--- src/rtl/sd_spi_card_responder.sv ---
// SPI-mode SD card emulator: oversamples the host link on clk, decodes CMD0/8/55/41/58/17
// and answers on miso; CMD17 data is streamed from a byte-wide synchronous memory port.
module sd_spi_card_responder #(
  parameter int ACMD41_POLLS = 2,
  parameter int NCR_BYTES    = 1,
  parameter int NAC_BYTES    = 2,
  parameter bit CRC_CHECK    = 1'b1
) (
  input  logic        clk,
  input  logic        rst_n,
  input  logic        spi_clk,
  input  logic        cs,
  input  logic        mosi,
  output logic        miso,
  output logic [31:0] blk_addr,
  output logic [8:0]  byte_idx,
  output logic        byte_rd_en,
  input  logic [7:0]  byte_data,
  output logic        card_idle,
  output logic        cmd_valid,
  output logic [5:0]  cmd_index
);
  typedef enum logic [3:0] {IDLE, HUNT, CMD_RX, NCR, RESP, NAC, TOKEN, DATA, CRC} state_t;

  localparam logic [7:0] POLLS    = 8'(ACMD41_POLLS);
  localparam logic [9:0] NCR_LAST = 10'(NCR_BYTES - 1);
  localparam logic [9:0] NAC_LAST = 10'(NAC_BYTES - 1);

  state_t      state, state_nxt;
  logic [1:0]  sclk_sync, cs_sync, mosi_sync;
  logic        sclk_prev, cs_prev, cs_hi, cs_fall, sclk_rise, sclk_fall, byte_done;
  logic [2:0]  bit_cnt;
  logic [6:0]  rx_sr;
  logic [7:0]  rx_byte, tx_sr, tx_nxt, data_buf, r1_q, poll_cnt, r1;
  logic [39:0] cmd_sr;
  logic [9:0]  cnt, cnt_nxt;
  logic [31:0] tail_q, tail, arg;
  logic [5:0]  idx;
  logic        spi_mode, app_cmd, long_q, read_q, rd_dly;
  logic        drop, crc_bad, long_resp, do_cmd0, do_app, do_poll, do_ready, do_read;
  logic        tx_ld, rd_nxt, frame_end, blk_end;

  function automatic logic [6:0] crc7(input logic [39:0] d);
    logic [6:0] c;
    logic       fb;
    c = '0;
    for (int i = 39; i >= 0; i--) begin
      fb = c[6] ^ d[i];
      c  = {c[5:0], 1'b0} ^ (fb ? 7'h09 : 7'h00);
    end
    return c;
  endfunction

  assign cs_hi     = cs_sync[1];
  assign cs_fall   = ~cs_sync[1] & cs_prev;
  assign sclk_rise = sclk_sync[1] & ~sclk_prev;
  assign sclk_fall = ~sclk_sync[1] & sclk_prev;
  assign byte_done = sclk_rise & ~cs_hi & (bit_cnt == 3'd7);
  assign rx_byte   = {rx_sr, mosi_sync[1]};
  assign miso      = tx_sr[7];

  // Frame fields: bytes 0..4 sit in cmd_sr, byte 5 is the byte just completed.
  assign idx     = cmd_sr[37:32];
  assign arg     = cmd_sr[31:0];
  assign drop    = ~rx_byte[0] | (~spi_mode & (idx != 6'd0));
  assign crc_bad = (CRC_CHECK || idx == 6'd0 || idx == 6'd8) && (crc7(cmd_sr) != rx_byte[7:1]);

  always_comb begin
    r1 = {7'b0, card_idle};
    tail = 32'h0;
    long_resp = 1'b0;
    do_cmd0 = 1'b0;
    do_app = 1'b0;
    do_poll = 1'b0;
    do_ready = 1'b0;
    do_read = 1'b0;
    if (crc_bad) begin
      r1 = {4'b0, 1'b1, 2'b0, card_idle};
    end else begin
      case (idx)
        6'd0: begin r1 = 8'h01; do_cmd0 = 1'b1; end
        6'd8: begin
          if (arg[11:8] == 4'h1) begin
            r1 = 8'h01;
            tail = {20'h0, arg[11:8], arg[7:0]};
            long_resp = 1'b1;
          end else begin
            r1 = 8'h05;
          end
        end
        6'd55: do_app = 1'b1;
        6'd41: begin
          if (!app_cmd)              r1 = {5'b0, 1'b1, 1'b0, card_idle};
          else if (poll_cnt < POLLS) begin r1 = 8'h01; do_poll = 1'b1; end
          else                       begin r1 = 8'h00; do_ready = 1'b1; end
        end
        6'd58: begin tail = 32'hC0FF_8000; long_resp = 1'b1; end
        6'd17: begin
          if (card_idle) r1 = 8'h05;
          else begin r1 = 8'h00; do_read = 1'b1; end
        end
        default: r1 = {5'b0, 1'b1, 1'b0, card_idle};
      endcase
    end
  end

  always_ff @(posedge clk) begin
    if (!rst_n) state <= IDLE;
    else        state <= state_nxt;
  end

  // Each byte boundary picks the byte for the next slot; the strobe for data byte k+1
  // goes out as byte k starts so the memory has a full byte time to answer.
  always_comb begin
    state_nxt = state;
    cnt_nxt = cnt;
    tx_ld = 1'b0;
    tx_nxt = 8'hFF;
    rd_nxt = 1'b0;
    frame_end = 1'b0;
    blk_end = 1'b0;
    if (cs_hi) begin
      state_nxt = IDLE;
      cnt_nxt = '0;
      tx_ld = 1'b1;
    end else if (state == IDLE) begin
      state_nxt = HUNT;
    end else if (byte_done) begin
      tx_ld = 1'b1;
      cnt_nxt = cnt + 10'd1;
      case (state)
        HUNT: if (rx_byte[7:6] == 2'b01) begin state_nxt = CMD_RX; cnt_nxt = 10'd1; end
        CMD_RX: if (cnt == 10'd5) begin
          frame_end = 1'b1;
          cnt_nxt = '0;
          state_nxt = drop ? HUNT : NCR;
        end
        NCR: if (cnt == NCR_LAST) begin state_nxt = RESP; cnt_nxt = '0; tx_nxt = r1_q; end
        RESP: begin
          if (cnt == (long_q ? 10'd4 : 10'd0)) begin
            cnt_nxt = '0;
            state_nxt = read_q ? NAC : HUNT;
          end else begin
            tx_nxt = tail_q[31:24];
          end
        end
        NAC: if (cnt == NAC_LAST) begin
          state_nxt = TOKEN; cnt_nxt = '0; tx_nxt = 8'hFE; rd_nxt = 1'b1;
        end
        TOKEN: begin state_nxt = DATA; cnt_nxt = '0; tx_nxt = data_buf; rd_nxt = 1'b1; end
        DATA: begin
          if (cnt == 10'd511) begin
            state_nxt = CRC; cnt_nxt = '0; blk_end = 1'b1;
          end else begin
            tx_nxt = data_buf;
            rd_nxt = (cnt < 10'd510);
          end
        end
        CRC: if (cnt == 10'd1) begin state_nxt = HUNT; cnt_nxt = '0; end
        default: ;
      endcase
    end
  end

  always_ff @(posedge clk) begin
    if (!rst_n) begin
      sclk_sync <= 2'b00;  cs_sync <= 2'b11;  mosi_sync <= 2'b11;
      sclk_prev <= 1'b0;   cs_prev <= 1'b1;
      bit_cnt <= '0;  rx_sr <= '0;  tx_sr <= 8'hFF;  cmd_sr <= '0;  cnt <= '0;
      data_buf <= '0;  rd_dly <= 1'b0;  byte_rd_en <= 1'b0;  byte_idx <= '0;
      blk_addr <= '0;  cmd_valid <= 1'b0;  cmd_index <= '0;  card_idle <= 1'b1;
      spi_mode <= 1'b0;  app_cmd <= 1'b0;  poll_cnt <= '0;
      r1_q <= 8'hFF;  tail_q <= '0;  long_q <= 1'b0;  read_q <= 1'b0;
    end else begin
      sclk_sync <= {sclk_sync[0], spi_clk};
      cs_sync   <= {cs_sync[0], cs};
      mosi_sync <= {mosi_sync[0], mosi};
      sclk_prev <= sclk_sync[1];
      cs_prev   <= cs_sync[1];
      if (cs_hi || cs_fall) bit_cnt <= '0;
      else if (sclk_rise) begin
        bit_cnt <= bit_cnt + 3'd1;
        rx_sr   <= rx_byte[6:0];
      end
      // No shift on the fall right after a boundary: the new MSB must stay for the next rise.
      if (tx_ld) tx_sr <= tx_nxt;
      else if (sclk_fall && !cs_hi && bit_cnt != 3'd0) tx_sr <= {tx_sr[6:0], 1'b1};
      cnt <= cnt_nxt;
      if (byte_done && (state == HUNT || (state == CMD_RX && cnt != 10'd5)))
        cmd_sr <= {cmd_sr[31:0], rx_byte};
      if (state == RESP && byte_done) tail_q <= {tail_q[23:0], 8'h00};
      byte_rd_en <= rd_nxt;
      rd_dly     <= byte_rd_en;
      if (rd_dly) data_buf <= byte_data;
      if (rd_nxt)       byte_idx <= (state == NAC) ? 9'd0 : byte_idx + 9'd1;
      else if (blk_end) byte_idx <= 9'd0;
      cmd_valid <= frame_end & ~drop;
      if (frame_end) begin
        app_cmd <= ~drop & do_app;
        if (!drop) begin
          cmd_index <= idx;
          r1_q <= r1;
          tail_q <= tail;
          long_q <= long_resp;
          read_q <= do_read;
          if (do_cmd0) begin spi_mode <= 1'b1; card_idle <= 1'b1; poll_cnt <= '0; end
          if (do_poll)  poll_cnt <= poll_cnt + 8'd1;
          if (do_ready) card_idle <= 1'b0;
          if (do_read)  blk_addr <= arg;
        end
      end
    end
  end
endmodule
--- config.mk ---
export PLATFORM = sky130hd
export DESIGN_NAME = sd_spi_card_responder
export DESIGN_NICKNAME = d
export VERILOG_FILES = /design/src/rtl/sd_spi_card_responder.sv
export SDC_FILE = /design/constraint.sdc
export NUM_CORES = 1
export LEC_CHECK = 0
export BUFFER_PORTS_ARGS = -buffer_cell sky130_fd_sc_hd__buf_4
export CORE_MARGIN = 4
export CORE_UTILIZATION = 60
export DETAILED_ROUTE_END_ITERATION = 10
export PLACE_DENSITY = 0.8
export SLEW_MARGIN = 20
export SYNTH_ARGS = -nofsm -noshare
export SYNTH_HDL_FRONTEND = slang
export SYNTH_SLANG_ARGS = --single-unit
--- constraint.sdc ---
create_clock -name clk -period 5 [get_ports clk]
set_input_delay 0.5 -clock clk [delete_from_list [all_inputs] [get_ports clk]]
set_output_delay 0.5 -clock clk [all_outputs]
set_load 0.03 [all_outputs]
==> flow_summary.ini <==
[sta]
relSlewSlack_pct = 32.0
clock_skew_ns = 0.00944
tns_ns = 0
fmax_mhz = 265
worst_hold_slack_ns = 0.250
fin_crit_ns = 3.78
slew_violations = 0
worst_pin_slew_ns = 1.02
finalCritPeriodShare_pct = 75.5
final_hold_viol_count = 0
rsz0062_at_grt = false
finalSetupViolCount = 0

[synth]
synth-edff-count = 0
synth_area_leaders = dfxtp_1 44%, nand2_1 8.0%, mux2i_1 6.5%
yosysTopAreaCell = dfxtp_1
ys_top_cells_by_count = 187 x dfxtp_1, 182 x nand2_1, 95 x nor2_1, 84 x a21oi_1, 55 x mux2i_1
synth_most_common_cell = dfxtp_1
ys.flop_type = dfxtp_1
synth-seq-cells = 187
synth_warnings = 0
ys_seq_area_share_pct = 44.0
syn-cell-area_sq_mm = 0.00850
syn_avg_cell_area_sq_um = 8.61
synthDistinctLibCells = 63
synthCells = 987
yosys.area.top_type_share_pct = 44.0
synth-async-reset-ratio_pct = 0
syn_nets = 1008

[power]
leakage_nw = 3.80
power.switching_mw = 0.680
p_int_mw = 2.22
comb_power_share_pct = 1.6
p_seq_share_pct = 51.5
p_per_area_mw_per_mm2 = 302
ir_drop_uv = 281
p_sw_share_pct = 23.4
p_total_mw = 2.90
clkPwrFrac_pct = 46.9

[setup_path]
crit_start = cmd_sr[34]$_SDFFE_PN0P_
path_cells = xor3_1, xnor3_1, xor2_2, xnor3_1, or2_0, o221ai_1, o21a_2, nand3_2, or4_1, a21oi_1
start_kind = flop
max_stage_delay_ns = 0.58
cp-end-kind = flop
reg2reg_from = cmd_sr[34]$_SDFFE_PN0P_
cp_max_fo = 13
endpoint = poll_cnt[5]$_SDFFE_PN0P_
critPathRequiredTime_ns = 5.36
crit_path_frequent_cell = xnor3_1
cp.depth = 10
reg2reg_to = poll_cnt[5]$_SDFFE_PN0P_
rr_worst_depth = 10
ff2ff_setup_slack_ns = 1.22
slowest_stage = or4_1
arrival_ns = 4.13
crit_family = XOR/XNOR gates
path_class = flop to flop
cp.buffers_inverters = 0

[placement]
dp_hpwl_microns = 13100
place_congestion = 0.925
placed_cell_area_sq_mm = 0.00900
numPortBuffers = 63
numPlacedInstances = 1175

[cts]
max-clock-path-buffers = 2
tritoncts = yes
post_cts_buffers = 0
hold_buffers = 0
ctsHtreeMaxLevel = 4
clock_latency_ns = 0.43
clock-root-buffer = clkbuf_16
path_clk_slew_ns = 0.07
cts.sinks = 187
numCtsBuffers = 17
cts-resized-gates = 0

[drt]
firstDrtPassIters = 5
drc = 0
viasPerCell = 5.73
wire_per_inst_microns = 16.2
drt_iter0_markers = 628
wirelength_microns = 19600
ant_nets = 0
via_count = 6918

[cells_and_area]
design_area_sq_mm = 0.00961
drive_gt1_share_pct = 12.2
diodes = 0
nets = 1035
area_growth_pct = 13.0
fin_cells = 1207

[global_route]
grt_pass1_wl_microns = 32300
antenna_found_initial = 0
grt_pass1_vias = 6434
grt_overflow = 0
grt_use_total_pct = 24.5
grt_max_degree = 100

[min_path]
hold_path.class = input pin to flop

[flow_run]
max-cap-violations = 0

[floorplanning]
rows = 43
die_area_sq_mm = 0.0161
die_h_microns = 127
core_region_area_sq_mm = 0.0139
io_pins = 64
initial_core_util_pct = 61.2
die-width_microns = 127

[status]
status = completed
[layer usage]
metal	share of wire, %	global-route usage [%]
met5	0	0
met4	1.5	6.50
met3	5.3	5.98
met2	47	38.8
met1	46	33.7
[placed cells by master (no fill, tap or decap), types with 11 or more instances in the layout]
cell       count
nand2_1      182
nor3_1        11
xnor2_1       41
or3_1         12
buf_4         70
nand4_1       11
nor2_1        94
inv_1         17
o21ai_0       37
nand3_1       26
a21oi_1       84
xor2_1        18
dfxtp_1      187
mux2i_1       55
o22ai_1       11
nand2b_1      14
clkbuf_16     17
[power groups by stage]
stage	clock [mW]	sequential [mW]	combinational [mW]
floorplan	0	1.53	0.0314
detailed placement	0	1.53	0.0460
CTS	1.38	1.50	0.0463
global route	1.44	1.50	0.0511
finish	1.36	1.50	0.0465
global placement	0	1.53	0.0457
[area by class of cell]
cell class | count | area, sq um
fill | 1113 | 4270
sequential | 187 | 3740
clock inverter | 15 | 173
clock buffer | 17 | 425
tap | 180 | 225
multi-input combinational | 720 | 4450
inverter | 18 | 68.8
timing repair buffer | 70 | 526
[cell families (layout without fill, tap and decap cells)]
group,Yosys count,after routing,synth area share (%)
buffers and inverters,80,120,3.87
xor gates and xnor gates,78,78,10.9
AOI/OAI and AO/OA,182,182,12.6
and+or+nand+nor,397,397,20.9
adders and majority gates,8,8,1.18
DFF,187,187,44.0
muxes,55,55,6.48
[metrics by stage]
| step | util (%) | worst slack [ns] |
|---|---|---|
| finish | 69.2 | 1.22 |
| detailed placement | 64.9 | 1.31 |
| global route | 69.2 | 0.962 |
| CTS | 69.2 | 1.28 |
| floorplan | - | 1.65 |
| global placement | 64.9 | 1.42 |
[worst min-delay path by stage]
stage,startpoint,to,cells past startpoint
finish,cs,cs_sync[0]$_SDFF_PN1_,2
global route,mosi,mosi_sync[0]$_SDFF_PN1_,2
CTS,cs,cs_sync[0]$_SDFF_PN1_,2
detailed placement,mosi_sync[0]$_SDFF_PN1_,mosi_sync[1]$_SDFF_PN1_,1
global placement,mosi_sync[0]$_SDFF_PN1_,mosi_sync[1]$_SDFF_PN1_,1
floorplan,cs_sync[0]$_SDFF_PN1_,cs_sync[1]$_SDFF_PN1_,1
[flip-flops by register name (all words and copies together) (netlist names), 2 cells and up]
register	count
cmd_sr	40
blk_addr	32
tail_q	32
cnt	10
byte_idx	9
data_buf	8
poll_cnt	8
tx_sr	8
rx_sr	7
cmd_index	6
r1_q	4
state	4
bit_cnt	3
cs_sync	2
mosi_sync	2
sclk_sync	2
No activity file was read; power rests on OpenSTA's default activity.
